### src/rtl/filter_pkg.sv
// Shared constants and types for the averaging noise filter control block.
package filter_pkg;

  // Sample width, window length and its log2 (address width / scaling shift).
  localparam int DATA_W     = 24;
  localparam int DEPTH      = 8;
  localparam int LOG2_DEPTH = 3;

  // Accumulator carries LOG2_DEPTH guard bits above the sample width.
  localparam int ACC_W = DATA_W + LOG2_DEPTH;

  // Index of the last slot in the window; reaching it while filling
  // completes the window.
  localparam logic [LOG2_DEPTH-1:0] LAST_IDX = LOG2_DEPTH'(DEPTH - 1);

  typedef enum logic {
    FILL   = 1'b0,
    STEADY = 1'b1
  } state_t;

  typedef logic signed [DATA_W-1:0] sample_t;
  typedef logic signed [ACC_W-1:0]  acc_t;

  // Widen a sample to accumulator width, preserving sign.
  function automatic acc_t sext_acc(input sample_t s);
    return {{LOG2_DEPTH{s[DATA_W-1]}}, s};
  endfunction

endpackage

### src/rtl/filter_ctrl.sv
// Control and accumulate half of the moving-average noise filter.
// Drives the sample buffer (addresses, strobes, full flag, pre-scaled data),
// keeps a running sum of the last DEPTH scaled samples and presents one
// average per accepted input through a single-entry output register.
module filter_ctrl
  import filter_pkg::*;
(
  input  logic                  clk,
  input  logic                  reset_n,
  input  logic                  in_valid,
  input  logic [DATA_W-1:0]     in_data,
  output logic                  in_ready,
  output logic                  out_valid,
  input  logic                  out_ready,
  output logic [DATA_W-1:0]     out_data,
  output logic                  buf_read,
  output logic                  buf_write,
  output logic                  buf_full,
  output logic [LOG2_DEPTH-1:0] buf_read_addr,
  output logic [LOG2_DEPTH-1:0] buf_write_addr,
  output logic [DATA_W-1:0]     buf_writedata,
  input  logic [DATA_W-1:0]     buf_out
);

  state_t                state_reg, state_next;
  logic [LOG2_DEPTH-1:0] count_reg, count_next;
  logic [LOG2_DEPTH-1:0] wr_ptr_reg, wr_ptr_next;
  acc_t                  acc_reg, acc_next;
  logic                  out_valid_reg, out_valid_next;
  sample_t               out_data_reg, out_data_next;

  sample_t scaled;
  sample_t oldest;
  logic    accept;

  // Each stored sample is pre-divided by DEPTH so the window sum is the mean.
  assign scaled = sample_t'($signed(in_data) >>> LOG2_DEPTH);
  assign oldest = sample_t'(buf_out);

  // The output register can take a new average when empty or being drained;
  // held low in reset so nothing is considered accepted then.
  assign in_ready = reset_n & (~out_valid_reg | out_ready);
  assign accept   = in_valid & in_ready;

  // The oldest entry lives in the slot about to be overwritten.
  assign buf_write_addr = wr_ptr_reg;
  assign buf_read_addr  = wr_ptr_reg;
  assign buf_writedata  = scaled;
  assign buf_full       = (state_reg == STEADY);
  assign buf_write      = accept;
  assign buf_read       = accept & (state_reg == STEADY);

  assign out_valid = out_valid_reg;
  assign out_data  = out_data_reg;

  // Next-state, window bookkeeping and accumulator update.
  always_comb begin
    state_next     = state_reg;
    count_next     = count_reg;
    wr_ptr_next    = wr_ptr_reg;
    acc_next       = acc_reg;
    out_valid_next = out_valid_reg;
    out_data_next  = out_data_reg;

    if (accept) begin
      wr_ptr_next = wr_ptr_reg + LOG2_DEPTH'(1);
      unique case (state_reg)
        FILL: begin
          // Missing samples count as zero, so the output ramps up.
          acc_next   = acc_reg + sext_acc(scaled);
          count_next = count_reg + LOG2_DEPTH'(1);
          if (count_reg == LAST_IDX) begin
            state_next = STEADY;
          end
        end
        STEADY: begin
          // buf_out is the pre-write value of the slot being replaced.
          acc_next = acc_reg + sext_acc(scaled) - sext_acc(oldest);
        end
        default: begin
          state_next = FILL;
        end
      endcase
      out_valid_next = 1'b1;
      // A full window of scaled samples always fits DATA_W.
      out_data_next  = acc_next[DATA_W-1:0];
    end else if (out_ready) begin
      out_valid_next = 1'b0;
    end
  end

  // State register; reset discards the window and any pending output.
  always_ff @(posedge clk) begin
    if (!reset_n) begin
      state_reg     <= FILL;
      count_reg     <= '0;
      wr_ptr_reg    <= '0;
      acc_reg       <= '0;
      out_valid_reg <= 1'b0;
      out_data_reg  <= '0;
    end else begin
      state_reg     <= state_next;
      count_reg     <= count_next;
      wr_ptr_reg    <= wr_ptr_next;
      acc_reg       <= acc_next;
      out_valid_reg <= out_valid_next;
      out_data_reg  <= out_data_next;
    end
  end

endmodule
### config.mk
export PLATFORM = sky130hd
export DESIGN_NAME = filter_ctrl
export DESIGN_NICKNAME = d
export VERILOG_FILES = /design/src/rtl/filter_pkg.sv /design/src/rtl/filter_ctrl.sv
export SDC_FILE = /design/constraint.sdc
export NUM_CORES = 1
export LEC_CHECK = 0
export CELL_PAD_IN_SITES_DETAIL_PLACEMENT = 0
export CELL_PAD_IN_SITES_GLOBAL_PLACEMENT = 1
export CORE_ASPECT_RATIO = 0.7
export CORE_MARGIN = 2
export CORE_UTILIZATION = 42
export DETAILED_ROUTE_END_ITERATION = 8
export DONT_BUFFER_PORTS = 1
export PLACE_DENSITY_LB_ADDON = 0.1
export SETUP_SLACK_MARGIN = 0.4
export SYNTH_ARGS = -nofsm -noshare
export SYNTH_HDL_FRONTEND = slang
export SYNTH_SLANG_ARGS = --single-unit
### constraint.sdc
create_clock -name clk -period 4.6 [get_ports clk]
set_input_delay 0.92 -clock clk [delete_from_list [all_inputs] [get_ports clk]]
set_output_delay 0.92 -clock clk [all_outputs]
set_load 0.01 [all_outputs]
### After elaboration in Yosys (flattened, before gate mapping)

Cells that the tools add are included.
Widths: inputs -> output; s select.

| cells by class | value |
|---|---|
| equal/unequal tests | 1 |
| reduce and logical (&&, ||, !) cells | 2 |
| bitwise operators | 6 |
| mux-type cells | 5 |
| add/subtract/negate cells | 4 |

Operator list:

| kind | number |
|---|---|
| $pmux 27 s2 | 1 |
| $add 27x21->27 | 1 |
| $sub 27x24->27 | 1 |
| $add 3x1->3 const B | 2 |
| $mux 1 | 4 |
| $and 1x1->1 | 3 |
| $eq 3x3->1 const B | 1 |
| $not 1->1 | 2 |
| $reduce_and 2->1 | 1 |
| $reduce_bool 2->1 | 1 |
| $or 1x1->1 | 1 |

| word-level totals | value |
|---|---|
| bits in registers | 59 |
| output and inout bits | 59 |
| input bits | 52 |

### Longest topological paths before layout

| logic depth | value |
|---|---|
| depth in word-level cells | 5 |
| gate-level depth with buffers | 20 |

### Worst setup path after synthesis

No wires, ideal clock.

| path | value |
|---|---|
| kind | input port to flip-flop |
| from | in in_data[3] |
| to | reg acc_reg[23] |
| library setup time | 0.072 ns |
| stages on the path | 19 |
| path buffers | 0 |
| arrival time | 4.446 ns |
| setup slack | 0.083 ns |
| data required time | 4.528 ns |
| path through | ha_1 fa_1 a21o_1 a21oi_2 o21a_1 nor3_4 a211o_1 a21oi_1 xnor2_1 ha_1 a21oi_1 o21ai_1 o31a_1 o21ai_2 nand4_1 and4_1 o21a_1 o21ai_1 mux2i_1 |

| on the way | value |
|---|---|
| word-level cells in the longest chain between the ends | 3 |

Ends and longest elaborated chain:

| item | line | source |
|---|---|---|
| from (decl) | filter_ctrl.sv:11 | `input logic [DATA_W-1:0] in_data,` |
| $add 27x21->27 (*) | filter_ctrl.sv:70, filter_ctrl.sv:78 |  |
| $sub 27x24->27 | filter_ctrl.sv:78 | `acc_next = acc_reg + sext_acc(scaled) - sext_acc(oldest);` |
| $pmux 27 s2 (*) | filter_ctrl.sv:67 | `unique case (state_reg)` |
| to (signal assigned) | filter_ctrl.sv:105 | `acc_reg <= acc_next;` |
| to (decl) | filter_ctrl.sv:28 | `acc_t acc_reg, acc_next;` |

Mark *: on every way between the ends. The rest lies on a longest branch, timed or not.
A chain may end at the register's enable or synchronous reset.

### Worst setup path in the final report

Ends and elaborated chain as after synthesis.

==> impl_metrics.ini <==
[outcome]
run_status = finished clean

[cts]
path_clk_slew_ns = 0.05
clk_latency_ns = 0.28
root_buffer = clkbuf_16
holdBufCountCts = 0
tritoncts = built
cts_made_buffers = 5
h-tree-depth = 2
cts.sinks = 32
cts.path.max_buffers = 2

[finish]
nets = 691
drive_above_1_share = 0.3056
largest_reg_flops = 24
layoutNonFillerInstCount = 713
layout_common_cells = buf_4 (67), inv_1 (47), nand2_1 (44), a21oi_1 (43), ha_1 (37)
diodes = 0
stdcell_area_um2 = 5238
final_common_cell = buf_4
area_growth_pct = 29.20

[worst_setup_path]
crit_arrival_ns = 4.57
crit_type = input pin to flip-flop
timing.rr.end = acc_reg[23]
cp_max_fo = 4
r2r-start = acc_reg[0]
slowest_delay_ns = 0.38
critPathMostFrequentCell = buf_4
cp-end-kind = flip-flop
regToRegSetupSlack_ns = 0.43
cp_slowest_cell = or3_4
critPathLaunchType = input pin
crit_chain = ha_4 -> fa_2 -> a21o_1 -> a21oi_2 -> o21a_2 -> buf_4 -> buf_6 -> nor2_2 -> xnor2_2 -> buf_4 -> ha_4 -> a21oi_2 -> o21ai_2 -> or3_4 -> o211ai_2 -> nand4_1 -> and4_1 -> o21a_1 -> o21ai_1 -> buf_4 -> mux2i_1
rr_worst_depth = 22
worstPathRequired_ns = 4.81

[synthesis]
synthCells = 550
syn_avg_cell_area_um2 = 7.371
ys_seq_area_frac = 0.1580
synth_flop_cell = dfxtp_1
syn_area_um2 = 4054
synth-warning-count = 0
synth_edf_count = 0
synth_nets = 653
ys_ff_latch = 32
synth-async-reset-ratio = 0
netlist-cell-type-count = 62

[sta]
rsz0062_at_grt = yes
slew_headroom = 0.6738
final_max_slew_viol_count = 0
min_period_over_period = 0.9492
max_clock_freq_mhz = 229.0
tns_ns = 0
clock_skew_ns = 0.005546
worst_pin_slew_ns = 0.4859
finalSetupViolations = 0
min_period_ns = 4.366
fin_ws_ns = 0.2338
hold_violations = 0

[place]
gp_congestion = 0.8842
pre_cts_ws_ns = -0.07225
place_inst = 688
io_buffer_count = 0
dp_hpwl_um = 9978
placed_area_um2 = 4410

[die]
initial_utilization = 0.4399
fp.dieH_um = 86.20
placementRows = 29
num_io_pins = 111
dieArea_um2 = 10470
coreArea_um2 = 9216
die_w_um = 121.4

[detailed_routing]
wl_um = 13420
num_vias = 4091
final_antenna_net_count = 0
wire_per_inst_um = 18.83
first_pass_iters = 5
drt-initial-drc-count = 224
drc_errors = 0
via_per_inst = 5.738

[hold_path]
min_to = count_reg[1]
holdCritPathClass = flip-flop to flip-flop
worstHoldPathCells = 2
min_from = count_reg[1]

[global_route]
antenna_found_initial = 0
gr-max-usage-layer = met1
grt_max_degree = 44
gr-usage-all-layers = 0.2404
use_met1 = 0.3763
grt_pass1_vias = 3664
grt_pass1_wl_um = 19600
met2_usage = 0.3238
grt-ovfl-total = 0
use_met3 = 0.06250

[power]
p_per_area_nw_per_um2 = 419.2
leakage_uw = 0.002336
finalPower_uw = 2196
peakVddDrop_uv = 162.5

[job]
maxCapViolations = 0
[logic make-up (layout without fill, tap and decap cells)]
| family | after synthesis | after routing | share of synthesized area |
|---|---|---|---|
| buffers and inverters | 92 | 131 | 0.1108 |
| AOI/OAI and AO/OA | 182 | 182 | 0.2929 |
| muxes | 8 | 8 | 0.02006 |
| xor gates and xnor gates | 35 | 35 | 0.07562 |
| DFF | 32 | 32 | 0.1580 |
| and+or+nand+nor | 150 | 150 | 0.1815 |
| adders and majority gates | 51 | 51 | 0.1611 |
[repair_timing]
action | 4_1_cts | 5_1_grt
setup buffers | 3 | 14
gates resized for setup | 16 | 85
pin swaps | 19 | 70
endpoints found under the setup margin | 8 | 13
[power breakdown]
group / switching (uW) / internal, uW
logic: 755 / 670
clock network: 131 / 285
registers: 46.9 / 307
[synthesized netlist by cell type, drive strengths merged (11+ instances only)]
cell type / number / share of area
o21ai: 41 / 0.052
xnor2: 26 / 0.056
nand2: 46 / 0.043
a21oi: 63 / 0.082
a211oi: 12 / 0.023
a31oi: 11 / 0.017
dfxtp: 32 / 0.16
buf: 31 / 0.054
inv: 48 / 0.044
nor2: 40 / 0.037
ha: 49 / 0.15
clkbuf: 13 / 0.012
a21o: 15 / 0.028
[metrics by stage]
stage | utilization | hold slack [ns]
2_1_floorplan | - | 0.4400
3_3_place_gp | 0.4786 | 0.4469
3_5_place_dp | 0.4786 | 0.4552
4_1_cts | 0.5121 | 0.4626
5_1_grt | 0.5683 | 0.4933
6_report | 0.5683 | 0.4694
[critical path, delay by kind of cell]
kind,cells,cell delay [ns]
compound gates,8,1.21
simple gates,4,0.83
xor+xnor,1,0.18
mux,1,0.17
fa+ha+maj,3,0.70
buf+inv,4,0.53
[final cells by class]
type	instances	area [um^2]
inverters	48	182.7
clock buffers	7	152.6
multi-input cells	426	3483
flip-flops and latches	32	640.6
repair buffers	75	593.1
fillers	865	3979
clock inverters	1	30.03
well taps	124	155.1
[how the worst max path moves through the flow]
stage	startpoint	to	slack [ns]	cells after the start
global placement	in_data[3]	acc_reg[23]	-0.04	20
finish	in_data[3]	acc_reg[23]	0.23	21
detailed placement	in_data[3]	acc_reg[23]	-0.07	20
global route	in_data[3]	acc_reg[23]	0.04	20
CTS	in_data[3]	acc_reg[23]	0.23	20
floorplan	in_data[3]	acc_reg[23]	0.25	19
[per-layer routing]
layer / up-vias / part of all wire
met5: - / 0
met4: 0 / 0.011
met3: 12 / 0.073
met2: 125 / 0.40
met1: 1933 / 0.51
li1: 2021 / -
Power figures use the tool's default switching activity.
